File: src/rtl/wb_regfile_unit.sv
// Purpose : Y86-64 writeback stage. Commits W-stage results into the 15-entry
//           register file, derives processor status, holds a sticky halt and
//           counts retired instructions.
// Latency : writes, Stat, halted and retired update at the posedge after the
//           W inputs are presented. Read ports are combinational, with no
//           write-to-read bypass.
// Backpressure: none. The W stage is consumed every cycle. Once halted, all
//           commits are dropped until reset.
// Ports   : clk/rst_n            clock and async active-low reset
//           W_*                  writeback pipeline register contents
//           d_srcA/B, d_rvalA/B  decode read ports (0xF reads as 0)
//           Stat, halted         processor status and sticky stop flag
//           retired              saturating count of committed AOK instrs
module wb_regfile_unit #(
  parameter int                DATA_W    = 64,
  parameter int                CNT_W     = 32,
  parameter logic [DATA_W-1:0] RSP_RESET = '0
) (
  input  logic              clk,
  input  logic              rst_n,
  input  logic [3:0]        W_stat,
  input  logic [3:0]        W_icode,
  input  logic [DATA_W-1:0] W_valE,
  input  logic [DATA_W-1:0] W_valM,
  input  logic [3:0]        W_dstE,
  input  logic [3:0]        W_dstM,
  input  logic [3:0]        d_srcA,
  input  logic [3:0]        d_srcB,
  output logic [DATA_W-1:0] d_rvalA,
  output logic [DATA_W-1:0] d_rvalB,
  output logic [3:0]        Stat,
  output logic              halted,
  output logic [CNT_W-1:0]  retired
);

  localparam logic [3:0] RNONE = 4'hF;
  localparam logic [3:0] S_AOK = 4'd1;
  localparam logic [3:0] S_HLT = 4'd2;
  localparam logic [3:0] S_ADR = 4'd3;
  localparam logic [3:0] S_INS = 4'd4;
  localparam logic [3:0] S_BUB = 4'd8;

  typedef enum logic {RUN, HALTED} state_t;

  state_t            state;
  logic [DATA_W-1:0] regs [15];
  logic [3:0]        stat_q;
  logic              halted_q;
  logic [CNT_W-1:0]  retired_q;
  logic              commit;

  // W_icode only qualifies status upstream; it never gates a write here.
  logic unused_icode;
  assign unused_icode = ^W_icode;

  assign commit = (state == RUN) && (W_stat == S_AOK);

  // Register array. When both ports target the same register (popq %rsp),
  // the memory value takes priority over the ALU value.
  always_ff @(posedge clk or negedge rst_n) begin
    if (!rst_n) begin
      for (int i = 0; i < 15; i++) begin
        regs[i] <= (i == 4) ? RSP_RESET : '0;
      end
    end else if (commit) begin
      for (int i = 0; i < 15; i++) begin
        if (W_dstM == 4'(i)) begin
          regs[i] <= W_valM;
        end else if (W_dstE == 4'(i)) begin
          regs[i] <= W_valE;
        end
      end
    end
  end

  // Status FSM. HALTED is terminal until reset, and Stat/retired freeze there.
  always_ff @(posedge clk or negedge rst_n) begin
    if (!rst_n) begin
      state     <= RUN;
      stat_q    <= S_AOK;
      halted_q  <= 1'b0;
      retired_q <= '0;
    end else begin
      case (state)
        RUN: begin
          case (W_stat)
            S_AOK: begin
              stat_q <= S_AOK;
              if (retired_q != {CNT_W{1'b1}}) begin
                retired_q <= retired_q + 1'b1;
              end
            end
            S_BUB: stat_q <= S_AOK;
            S_HLT, S_ADR, S_INS: begin
              stat_q   <= W_stat;
              halted_q <= 1'b1;
              state    <= HALTED;
            end
            // Undefined status codes are treated as an invalid instruction.
            default: begin
              stat_q   <= S_INS;
              halted_q <= 1'b1;
              state    <= HALTED;
            end
          endcase
        end
        HALTED: begin
          state <= HALTED;
        end
        default: state <= HALTED;
      endcase
    end
  end

  assign d_rvalA = (d_srcA == RNONE) ? '0 : regs[d_srcA];
  assign d_rvalB = (d_srcB == RNONE) ? '0 : regs[d_srcB];
  assign Stat    = stat_q;
  assign halted  = halted_q;
  assign retired = retired_q;

endmodule

File: config.mk
export PLATFORM = sky130hd
export DESIGN_NAME = wb_regfile_unit
export DESIGN_NICKNAME = d
export VERILOG_FILES = /design/src/rtl/wb_regfile_unit.sv
export SDC_FILE = /design/constraint.sdc
export NUM_CORES = 2
export LEC_CHECK = 0
export BUFFER_PORTS_ARGS = -buffer_cell sky130_fd_sc_hd__buf_2
export CORE_ASPECT_RATIO = 0.8
export CORE_MARGIN = 8
export CORE_UTILIZATION = 30
export CTS_CLUSTER_SIZE = 12
export DETAILED_ROUTE_END_ITERATION = 16
export GPL_TIMING_DRIVEN = 1
export PLACE_DENSITY = 0.56
export SYNTH_ARGS = -nofsm -noshare
export SYNTH_HDL_FRONTEND = slang
export SYNTH_SLANG_ARGS = --single-unit
export TNS_END_PERCENT = 50
File: constraint.sdc
create_clock -name clk -period 3.2 [get_ports clk]
set_input_delay 0.64 -clock clk [delete_from_list [all_inputs] [get_ports clk]]
set_output_delay 0.64 -clock clk [all_outputs]
set_load 0.005 [all_outputs]
==> flow_summary.json <==
{
  "status": "completed",
  "insertion_delay_ns": 0.78,
  "routed_wl_um": 229600,
  "synth_seq_area_share": 0.4105,
  "fin_crit_ns": 3.133,
  "hpwl_um": 130700,
  "grt-ovfl-total": 0,
  "finClkSkew_ns": 0.03669,
  "vias": 47050,
  "report.final.slew_viol_count": 0,
  "cts_tree": "yes",
  "rrSetupSlack_ns": 0.90,
  "async_reset_ff_frac": 1.000,
  "wl_per_cell_um": 27.36,
  "numCtsBuffers": 107,
  "drtIter0Drc": 4554,
  "initial_core_util": 0.3006,
  "std_cell_rows": 148,
  "grt_pass1_vias": 47400,
  "worstPathArrival_ns": 2.49,
  "num-nets-final": 5739,
  "firstDrtPassIters": 6,
  "syn_inst": 5570,
  "syn_to_final_growth_pct": 15.16,
  "num_io_pins": 319,
  "synthTopCellsByCount": "1110 x nand2_1, 1088 x mux2i_1, 997 x dfrtp_1, 901 x o21ai_0, 512 x mux4_2",
  "crit_type": "in -> out",
  "setup_tns_ns": 0,
  "fillers": 20010,
  "r2r_start": "state",
  "grt_pass1_wl_um": 336000,
  "max_slew_margin": 0.2044,
  "netlist_area_sq_mm": 0.06084,
  "synth_seq_cells": 998,
  "power_density_mw_per_mm2": 405.5,
  "crit_start": "d_srcA[0]",
  "clock_sinks": 998,
  "hold_viol_final": 0,
  "dieArea_sq_mm": 0.2176,
  "yosys.area.top_type_share": 0.4101,
  "antenna_left": 0,
  "remaining_drc_errors": 0,
  "rsz0062_at_grt": "false",
  "synth.most_common_cell": "nand2_1",
  "synth_warnings": 0,
  "h-tree-depth": 3,
  "cts_root_buffer": "clkbuf_16",
  "vdd_drop_max_v": 0.0004162,
  "clkTransAtPathRegs_ns": 0.06,
  "syn_nets": 5725,
  "cap_violations": 0,
  "required_ns": 2.56,
  "postSynthAreaPerCell_sq_um": 10.92,
  "worstSetupStartpointType": "input port",
  "clockBufferDepth": 3,
  "synth_edf_count": 0,
  "synth.distinct_cells": 44,
  "viasPerCell": 5.608,
  "reg2reg_to": "regs[199]",
  "die_h_um": 418.8,
  "drive_above_1_share": 0.2163,
  "rr_worst_depth": 7,
  "die_w_um": 519.5,
  "synthTopCellsByArea": "dfrtp_1 41%, mux4_2 19%, mux2i_1 18%",
  "gp_congestion": 0.8112,
  "antenna_found_initial": 66,
  "end_kind": "output port",
  "p_total_uw": 28420,
  "core-area_sq_mm": 0.2024,
  "crit_path_end": "d_rvalA[3]",
  "synth_top_cell_by_area": "dfrtp_1",
  "post-route-period-util": 0.9791,
  "setup_violations": 0,
  "grt_max_degree": 129,
  "grt_use_total": 0.2049,
  "worstHoldPathType": "in -> reg",
  "max_freq_mhz": 319.2,
  "portBuffers": 314,
  "path_max_fanout": 16,
  "worst-slew-pin-transition_ns": 1.193,
  "leakage_uw": 0.02967,
  "synth_top_flop_cell": "dfrtp_1"
}
power by group:
group          leakage (uW)  switching (uW)  internal (uW)  total (uW)
logic                0.0140            1800           1020        2820
clock network       0.00176            5730           7240       13000
registers            0.0139           0.827          12600       12600
total                0.0297            7530          20900       28400
worst max-delay path: stages:
cell,delay (ns)
buf_8,0.17
buf_12,0.22
buf_4,0.18
mux4_2,0.51
mux4_2,0.57
buf_2,0.17
logic make-up (layout without fill, tap and decap cells):
kind of cell    count (synthesis)  count (layout)  synth area share
simple gates                 1213            1213           0.07911
fa+ha+maj                       1               1         0.0002056
mux                          1602            1602            0.3689
xor+xnor                       30              30          0.004319
compound gates               1116            1116           0.09260
flops                         998             998            0.4105
other cells                     0              22                 0
buf+inv                       610             708           0.04438
metrics by stage:
| stage | cell area [sq um] | std cells | setup WS [ns] | hold slack (ns) | utilization |
|---|---|---|---|---|---|
| 2_1_floorplan | 60840 | 5570 | 0.3449 | 0.3444 | - |
| 3_3_place_gp | 66400 | 8174 | 0.03195 | 0.4622 | 0.3281 |
| 3_5_place_dp | 66400 | 8174 | 0.02831 | 0.4628 | 0.3281 |
| 4_1_cts | 69990 | 8368 | 0.02182 | 0.1453 | 0.3458 |
| 5_1_grt | 70050 | 8383 | 0.002064 | 0.1731 | 0.3461 |
| 6_report | 70070 | 8390 | 0.06702 | 0.2007 | 0.3462 |
per-layer routing:
layer  vias up  share of wire  track usage  routed length [um]
met1     24210           0.41       0.2676               95260
li1      20310              -            -                   -
met3       503          0.070      0.03751               16000
met4        16          0.041      0.07997                9464
met5         -        0.00040            0                  91
met2      2016           0.47       0.3390              108800
repair_timing:
item | CTS | global route
hold buffers | 1 | 0
hold endpoints to repair | 41 | 0
gates resized for setup | 0 | 3
buffers inserted | 0 | 0
endpoints found under the setup margin | 0 | 1
flip-flops by register name, summed over array words and instances (netlist names):
signal and count:
halted 1, regs 960, state 1, Stat 4, retired 32
how the worst min path moves through the flow:
stage / from / end / slack, ns / cells after the start
after floorplan: rst_n / Stat[1] / 0.34 / 0
after global placement: halted / halted / 0.46 / 1
after detailed placement: halted / halted / 0.46 / 1
after CTS: W_stat[2] / state / 0.15 / 3
after global routing: W_stat[2] / state / 0.17 / 3
final: W_stat[2] / state / 0.20 / 3
cell usage in the layout, fill, tap and decap left out, types with 4 or more instances in the layout:
master	Yosys	final
and4_1	10	10
nor3_1	13	9
and3_1	8	8
dfrtp_1	997	997
nand4_1	14	14
buf_2	205	305
nand3_1	14	14
nand2b_1	8	8
xnor2_1	20	20
buf_4	13	79
clkbuf_16	0	107
nor3_2	2	4
clkbuf_8	0	28
mux4_2	512	512
nor2_1	16	12
buf_8	0	4
bufinv_16	0	5
buf_12	0	120
nor2_4	0	4
nand4b_1	4	4
mux2i_1	1088	1088
nand2_4	0	4
clkbuf_1	348	25
diode_2	0	22
clkinv_2	0	16
o21ai_1	201	192
xor2_1	10	10
o21ai_0	901	901
nand2_1	1110	1106
o21ai_4	0	11
cell type report:
cell class | count | area [sq um] | area share
diodes | 22 | 55.05 | 0.0007857
clock buffers | 160 | 3157 | 0.04505
clock inverters | 33 | 429.2 | 0.006125
inverters | 2 | 7.507 | 0.0001071
multi-input cells | 3962 | 33400 | 0.4766
flip-flops and latches | 998 | 24980 | 0.3564
well taps | 2700 | 3378 | 0.04821
repair buffers | 513 | 4669 | 0.06664
No activity file was read; power rests on OpenSTA's default activity.
